==> src/rtl/div_sched_pkg.sv <==
// rtl/div_sched_pkg.sv - shared state type and ratio limits for the divider scheduler
package div_sched_pkg;

    typedef enum logic [1:0] {
        ST_IDLE = 2'd0,
        ST_RUN  = 2'd1,
        ST_PEND = 2'd2
    } state_t;

    // Smallest divide ratio that still produces a meaningful square wave
    localparam int unsigned MIN_DIV = 2;

endpackage

==> src/rtl/div_sched_arb.sv <==
// rtl/div_sched_arb.sv - two-requester grant logic; round-robin when DIV_SCHED_RR_EN is defined
module div_sched_arb (
`ifdef DIV_SCHED_RR_EN
    input  logic       clk,
    input  logic       rst,
`endif
    input  logic [1:0] req,
    input  logic       adv,
    output logic [1:0] grant
);

`ifdef DIV_SCHED_RR_EN
    // ptr names the requester with highest priority; the loser of the last grant
    logic ptr;

    // Hand priority to the other requester after every grant
    always_ff @(posedge clk) begin
        if (rst) begin
            ptr <= 1'b0;
        end else if (|grant) begin
            ptr <= grant[0];
        end
    end

    // One-hot grant, rotated by ptr, only while the owner allows acceptance
    always_comb begin
        grant = 2'b00;
        if (adv) begin
            if (ptr) begin
                if (req[1])      grant = 2'b10;
                else if (req[0]) grant = 2'b01;
            end else begin
                if (req[0])      grant = 2'b01;
                else if (req[1]) grant = 2'b10;
            end
        end
    end
`else
    // Fixed priority: requester 0 always wins a collision
    always_comb begin
        grant = 2'b00;
        if (adv) begin
            if (req[0])      grant = 2'b01;
            else if (req[1]) grant = 2'b10;
        end
    end
`endif

endmodule

==> src/rtl/div_sched_ctrl.sv <==
// rtl/div_sched_ctrl.sv - programmable clock divider with arbitrated ratio updates (option: DIV_SCHED_RR_EN)
module div_sched_ctrl
    import div_sched_pkg::*;
#(
    parameter int CNT_W    = 8,
    parameter int DIV_INIT = 3
) (
    input  logic                 clk,
    input  logic                 rst,
    input  logic                 en,
    input  logic [1:0]           req_valid,
    input  logic [2*CNT_W-1:0]   req_div,
    output logic [1:0]           req_ready,
    output logic [CNT_W-1:0]     cur_div,
    output logic [CNT_W-1:0]     cnt,
    output logic                 tick,
    output logic                 div_out,
    output logic                 pend,
    output logic                 err
);

    localparam logic [CNT_W-1:0] ONE = {{(CNT_W-1){1'b0}}, 1'b1};

    state_t           state;
    state_t           nxt_state;
    logic [CNT_W-1:0] pend_div;
    logic [CNT_W-1:0] nxt_cnt;
    logic [CNT_W-1:0] nxt_div;
    logic [CNT_W-1:0] nxt_pdiv;
    logic [CNT_W-1:0] acc_div;
    logic [CNT_W:0]   half;
    logic [1:0]       grant;
    logic             arb_en;
    logic             acc;
    logic             legal;
    logic             take;
    logic             nxt_do;

    // Requests are only taken when not already holding a pending ratio
    assign arb_en = !rst && (state != ST_PEND);

    div_sched_arb u_arb (
`ifdef DIV_SCHED_RR_EN
        .clk   (clk),
        .rst   (rst),
`endif
        .req   (req_valid),
        .adv   (arb_en),
        .grant (grant)
    );

    assign req_ready = grant;
    assign acc       = |grant;
    assign acc_div   = grant[1] ? req_div[CNT_W +: CNT_W] : req_div[0 +: CNT_W];
    assign legal     = acc_div >= CNT_W'(MIN_DIV);
    assign take      = acc && legal;
    assign tick      = (state != ST_IDLE) && (cnt == cur_div - ONE);
    assign pend      = (state == ST_PEND);

    // Next state, counter and ratio; div_out is derived from these so the flop shows the new cycle's phase
    always_comb begin
        nxt_state = state;
        nxt_cnt   = cnt;
        nxt_div   = cur_div;
        nxt_pdiv  = pend_div;
        case (state)
            ST_IDLE: begin
                nxt_cnt = '0;
                if (take) nxt_div = acc_div;
                if (en)   nxt_state = ST_RUN;
            end
            ST_RUN: begin
                if (!en) begin
                    nxt_state = ST_IDLE;
                    nxt_cnt   = '0;
                    if (take) nxt_div = acc_div;
                end else begin
                    nxt_cnt = tick ? '0 : cnt + ONE;
                    if (take) begin
                        if (tick) begin
                            nxt_div = acc_div;
                        end else begin
                            nxt_pdiv  = acc_div;
                            nxt_state = ST_PEND;
                        end
                    end
                end
            end
            ST_PEND: begin
                if (!en) begin
                    nxt_state = ST_IDLE;
                    nxt_cnt   = '0;
                    nxt_div   = pend_div;
                end else if (tick) begin
                    nxt_state = ST_RUN;
                    nxt_cnt   = '0;
                    nxt_div   = pend_div;
                end else begin
                    nxt_cnt = cnt + ONE;
                end
            end
            default: begin
                nxt_state = ST_IDLE;
                nxt_cnt   = '0;
            end
        endcase
        half   = ({1'b0, nxt_div} + {{CNT_W{1'b0}}, 1'b1}) >> 1;
        nxt_do = (nxt_state != ST_IDLE) && ({1'b0, nxt_cnt} < half);
    end

    // Scheduler state and registered outputs
    always_ff @(posedge clk) begin
        if (rst) begin
            state    <= ST_IDLE;
            cur_div  <= CNT_W'(DIV_INIT);
            pend_div <= CNT_W'(DIV_INIT);
            cnt      <= '0;
            div_out  <= 1'b0;
            err      <= 1'b0;
        end else begin
            state    <= nxt_state;
            cur_div  <= nxt_div;
            pend_div <= nxt_pdiv;
            cnt      <= nxt_cnt;
            div_out  <= nxt_do;
            err      <= acc && !legal;
        end
    end

endmodule

==> config.mk <==
export PLATFORM = sky130hd
export DESIGN_NAME = div_sched_ctrl
export DESIGN_NICKNAME = d
export VERILOG_FILES = /design/src/rtl/div_sched_pkg.sv /design/src/rtl/div_sched_arb.sv /design/src/rtl/div_sched_ctrl.sv
export SDC_FILE = /design/constraint.sdc
export NUM_CORES = 1
export LEC_CHECK = 0
export CAP_MARGIN = 10
export CORE_ASPECT_RATIO = 1.2
export CORE_MARGIN = 2
export CORE_UTILIZATION = 55
export CTS_CLUSTER_DIAMETER = 30
export DETAILED_ROUTE_END_ITERATION = 8
export DONT_BUFFER_PORTS = 1
export PLACE_DENSITY = 0.7
export SYNTH_ARGS = -nofsm -noshare
export SYNTH_HDL_FRONTEND = slang
export SYNTH_HIERARCHICAL = 1
export SYNTH_SLANG_ARGS = --single-unit
==> constraint.sdc <==
create_clock -name clk -period 10.92 [get_ports clk]
set_clock_uncertainty 0.05 [all_clocks]
set_input_delay 2.184 -clock clk [delete_from_list [all_inputs] [get_ports clk]]
set_output_delay 2.184 -clock clk [all_outputs]
set_load 0.01 [all_outputs]
Yosys cells after proc, flatten, opt, wreduce, memory -nomap -nowiden

Index checks and enable logic that the tools add are counted.

Flip-flop bits (word level): 28
Input bits: 21
Output and inout bits: 22

Equal/unequal tests: 4
Bitwise logic cells: 1
$add $sub $neg: 3
$lt $le $gt $ge: 2
Mux-type cells: 21
Reductions and logical operators: 13

Operator list:

| kind                                                                  | number |
|---|---|
| 8-bit two-way mux                                                     | 10 |
| 8-bit case mux with 3 select lines                                    | 1 |
| 2-bit two-way mux                                                     | 9 |
| 8-bit by 1-bit adder with 9-bit output, second input constant         | 1 |
| 8-bit by 1-bit adder with 8-bit output, second input constant         | 1 |
| 8-bit == test                                                         | 1 |
| 8-bit by 2-bit >= comparator with 1-bit output, second input constant | 1 |
| 8-bit < comparator                                                    | 1 |
| 8-bit by 1-bit subtractor with 8-bit output, second input constant    | 1 |
| 2-bit case mux with 3 select lines                                    | 1 |
| 1-bit logical AND                                                     | 5 |
| 4-bit AND reduction                                                   | 1 |
| 2-bit nonzero test                                                    | 2 |
| 2-bit OR reduction                                                    | 2 |
| 2-bit by 1-bit == test with 1-bit output, second input constant       | 1 |
| 2-bit == test, second input constant                                  | 1 |
| 1-bit zero test                                                       | 2 |
| 2-bit zero test                                                       | 1 |
| 2-bit inequality test, second input constant                          | 1 |
| 1-bit inverter                                                        | 1 |

Depth between registers and ports, before layout

Depth after elaboration: 12
Mapped depth: 23
Gate-level depth less buffers: 21

Modules after synthesis

The synthesis kept the hierarchy.

By module, submodules not included:

| module         | cells an instance | area an instance (µm²) | instances |
|---|---|---|---|
| div_sched_ctrl | 316               | 2393.5                 | 1 |
| div_sched_arb  | 2                 | 16.3                   | 1 |

Least setup slack after synthesis

Ideal clock, no wire load.

Path kind: input to register
Start: in rst
End: reg div_out
Cell stages on the path: 19
Slack: 4.942 ns
Path buffers: 2
Arrival time: 5.858 ns
Data required time: 10.800 ns
Cell sequence: clkbuf_1 -> clkbuf_1 -> nor2_1 -> and3b_1 -> nor4b_1 -> o21bai_1 -> o22ai_2 -> o31a_1 -> a21boi_1 -> or3_1 -> a221o_1 -> nand4_1 -> xnor2_1 -> ha_1 -> a21oi_1 -> o21ai_0 -> nor3_1 -> o21ai_0 -> a21oi_1

Longest elaborated chain between the ends: 12

RTL lines:

| element                                        | line                                                             | text |
|---|---|---|
| from (decl)                                    | div_sched_ctrl.sv:9                                              | `input logic rst,` |
| 1-bit zero test *                              | div_sched_ctrl.sv:40                                             | `assign arb_en = !rst && (state != ST_PEND);` |
| 1-bit logical AND *                            | div_sched_ctrl.sv:40                                             |  |
| net arb_en                                     | div_sched_ctrl.sv:33                                             | `logic arb_en;` |
| 2-bit two-way mux *                            | div_sched_arb.sv:42                                              | `if (adv) begin` |
| net req_ready[1]                               | div_sched_ctrl.sv:13                                             | `output logic [1:0] req_ready,` |
| 8-bit two-way mux                              | div_sched_ctrl.sv:54                                             | `assign acc_div = grant[1] ? req_div[CNT_W +: CNT_W] : req_div[0 +: CNT_W];` |
| 8-bit by 2-bit >= comparator with 1-bit output | div_sched_ctrl.sv:55                                             | `assign legal = acc_div >= CNT_W'(MIN_DIV);` |
| 1-bit logical AND                              | div_sched_ctrl.sv:56                                             | `assign take = acc && legal;` |
| 8-bit two-way mux (on tied branches)           | div_sched_ctrl.sv:69, div_sched_ctrl.sv:76, div_sched_ctrl.sv:79 |  |
| 8-bit two-way mux                              | div_sched_ctrl.sv:73                                             | `if (!en) begin` |
| 8-bit case mux with 3 select lines             | div_sched_ctrl.sv:66                                             | `case (state)` |
| 8-bit by 1-bit adder with 9-bit output         | div_sched_ctrl.sv:107                                            | `half = ({1'b0, nxt_div} + {{CNT_W{1'b0}}, 1'b1}) >> 1;` |
| 8-bit < comparator                             | div_sched_ctrl.sv:108                                            | `nxt_do = (nxt_state != ST_IDLE) && ({1'b0, nxt_cnt} < half);` |
| 1-bit logical AND *                            | div_sched_ctrl.sv:108                                            |  |
| to (signal assigned)                           | div_sched_ctrl.sv:125                                            | `div_out <= nxt_do;` |
| to (decl)                                      | div_sched_ctrl.sv:17                                             | `output logic div_out,` |

The timed path passes the listed nets; every way through them passes the cells marked *.
A chain may end at the register's enable or synchronous reset.

Worst setup path after layout

Start: in rst
End: reg div_out

Longest elaborated chain between the ends: 12

RTL lines:

| element                                        | line                                                             | text |
|---|---|---|
| 1-bit zero test *                              | div_sched_ctrl.sv:40                                             |  |
| 1-bit logical AND *                            | div_sched_ctrl.sv:40                                             |  |
| 2-bit two-way mux *                            | div_sched_arb.sv:42                                              |  |
| net req_ready[1]                               | div_sched_ctrl.sv:13                                             |  |
| 8-bit two-way mux                              | div_sched_ctrl.sv:54                                             |  |
| 8-bit by 2-bit >= comparator with 1-bit output | div_sched_ctrl.sv:55                                             |  |
| 1-bit logical AND                              | div_sched_ctrl.sv:56                                             |  |
| 8-bit two-way mux (on tied branches)           | div_sched_ctrl.sv:69, div_sched_ctrl.sv:76, div_sched_ctrl.sv:79 |  |
| 8-bit two-way mux                              | div_sched_ctrl.sv:73                                             |  |
| 8-bit case mux with 3 select lines *           | div_sched_ctrl.sv:66                                             |  |
| net nxt_div[1]                                 | div_sched_ctrl.sv:28                                             | `logic [CNT_W-1:0] nxt_div;` |
| 8-bit by 1-bit adder with 9-bit output *       | div_sched_ctrl.sv:107                                            |  |
| 8-bit < comparator *                           | div_sched_ctrl.sv:108                                            |  |
| 1-bit logical AND *                            | div_sched_ctrl.sv:108                                            |  |

Marks and branches as above.

==> run metrics <==
area grow syn2layout 2.34%; Vias/cell approximately 6.3; RSZ-0062 raised after global routing no; nets 339; CTS Hold Bufs 0; status finished, final reports clean; CP Cell Sequence nor2_1, and3b_1, nor4b_1, nand2_1, o21ai_0, o22ai_2, o31a_1, a21boi_1, o21ai_0, nand3_1, ha_1, nand3_2, or3b_1, ha_1, nand4_1, o21ai_0, nor3_1, o21ai_0, a21oi_1; I/O pins 43; num rows 26; Worst setup SP type input port; post_cts resized 0; Worst-path clk slew 110 ps; postcts setup bufs 0; post-route insts no fill around 360; vias after detailed routing approximately 2300; Mapped Area 2410 um2; asr flop ratio synth 0; P per Cell Area approximately 120 nW/um2; Syn Inst Count 318; cts bufs inserted 3; initial antenna violation count 0; Avg WL per Cell 17.3 um; Final period util 0.551; maxcap violations 0; Max Fanout on Critical Path 29; slowest stage delay, CP 590 ps; Final ANT Viol Nets 0; root buffer cell clkbuf_8; final core area utilization 0.583; kind of critical path in2reg; global route overflow 0; final-report setup violation count 0; sequential fraction of the synthesis area 0.233; vias in the first global route about 2200; first-pass GRT wire length 10400 um; drt drc 0; Hold Crit Class reg2reg; max-slew violations 0; worst-margin pin slew 809 ps; Final HPWL DP between 4000 and 5000 um; mean post-synth cell area 7.58 um2; crit path DAT 6190 ps; CTS tree done; Post-DP Area 2390 um2; WP data required between 10000 and 15000 ps; Post-synth EDFFs 0; share of cells above drive strength 1 0.0825; chip width 64.4 um; Worst path slowest cell and3b_1; Peak VDD IR approximately 64 uV; Synth cell types 60; Clock Sinks 28; Syn. warnings 6; Fmax 0.166 GHz; Leak 0.890 nW; design area 2470 um2; commonest non-fill, non-tap cell in the layout nor2_1; commonest non-fill, non-tap cells in the layout nor2_1, nand2_1, dfxtp_1; Synth Flop Type dfxtp_1; Clk Latency, worst-skew pair between 200 and 300 ps; Yosys reg bits 28; Placer Congestion roughly 0.86; GRT Overall Usage 0.263; total core area roughly 4200 um2; die area slightly below 5000 um2; TNS Setup 0 ps; CP endpoint kind register; crit path time final 6020 ps; Chip Height roughly 77 um; number of port buffers 0; clk buf depth 2; FF-to-FF setup slack 5740 ps; routed wire length 6220 um; diode count 0; most frequent CP cell o21ai_0; 1st-iter DRT viols 83; Slew headroom 0.453; H-tree depth 1; Inst Count DP between 300 and 400; Initial Util 0.570; Detailed Routing Iterations Pass 1 4; largest net degree at the start of global routing 30; Fin. Hold Viols 0; Post-Synthesis Net Count 353
[state kept, by name, summed over array words and instances (netlist names)]
name,count
cnt,8
cur_div,8
div_out,1
err,1
pend_div,8
state,2
[worst paths after layout]
kind,from,to,cells past startpoint
worst max-delay path,rst,div_out$_SDFF_PP0_,19
worst min-delay path,pend_div[0]$_SDFFE_PP1P_,pend_div[0]$_SDFFE_PP1P_,1
worst max register to register,state[0]$_SDFF_PP0_,div_out$_SDFF_PP0_,21
worst min register to register,pend_div[0]$_SDFFE_PP1P_,pend_div[0]$_SDFFE_PP1P_,1
[critical path, delay by kind of cell]
kind            cells  cell delay [ps]
simple gates        9             2030
fa+ha+maj           2              550
compound gates      8             1410
[area by class of cell]
| type | count | area [um2] |
|---|---|---|
| Sequential cell | 28 | 561 |
| Clock buffer | 3 | 41.3 |
| Inverter | 13 | 50.0 |
| Tap cell | 56 | 70.1 |
| Multi-Input combinational cell | 258 | 1710 |
| Clock inverter | 1 | 30.0 |
| Fill cell | 404 | 1760 |
[cell families after synthesis]
logic type	after synthesis	synth area share
simple gates	139	0.292
compound gates	70	0.209
buf+inv	32	0.0561
flops	28	0.233
xor+xnor	21	0.0763
mux	14	0.0613
fa+ha+maj	14	0.0727
[where the power goes]
part	internal [mW]	switching (mW)
combinational	0.0410	0.0558
clock	0.0492	0.0350
sequential	0.109	0.0153
total	0.199	0.106
[layer usage]
layer / track usage / wire (um)
met3: 0.0502 / 386
met1: 0.305 / 2560
met2: 0.473 / 3110
met5: 0 / 0
met4: 0.0915 / 164
[synth_stat cells, drive strengths merged, types with 2 or more instances]
cell type | instances | area share
nor4 | 4 | 0.019
nand4 | 4 | 0.010
nand2 | 28 | 0.044
nand3 | 20 | 0.044
clkbuf | 14 | 0.022
mux2 | 6 | 0.028
o21bai | 2 | 0.0062
a211o | 4 | 0.015
a21oi | 18 | 0.037
a211oi | 7 | 0.026
nor2b | 4 | 0.010
buf | 5 | 0.013
o211ai | 3 | 0.0093
a31oi | 2 | 0.0052
o41ai | 3 | 0.017
nand2b | 8 | 0.021
nor3 | 20 | 0.044
dfxtp | 28 | 0.23
xnor2 | 8 | 0.029
and3 | 4 | 0.010
a2111oi | 2 | 0.0099
o21ai | 15 | 0.033
clkinv | 2 | 0.0036
or2 | 2 | 0.0052
mux2i | 8 | 0.033
or4 | 2 | 0.0062
xor2 | 13 | 0.047
ha | 14 | 0.073
nor2 | 36 | 0.056
o22a | 3 | 0.011
inv | 11 | 0.017
or3 | 2 | 0.0052
[per-stage QoR]
step	worst slack (ps)	power, mW	hold slack (ps)
2_1_floorplan	4940	0.204	381
3_3_place_gp	4800	0.221	397
3_5_place_dp	4640	0.222	405
4_1_cts	4910	0.307	432
5_1_grt	4420	0.324	451
6_report	4900	0.305	428
Power figures use the tool's default switching activity.
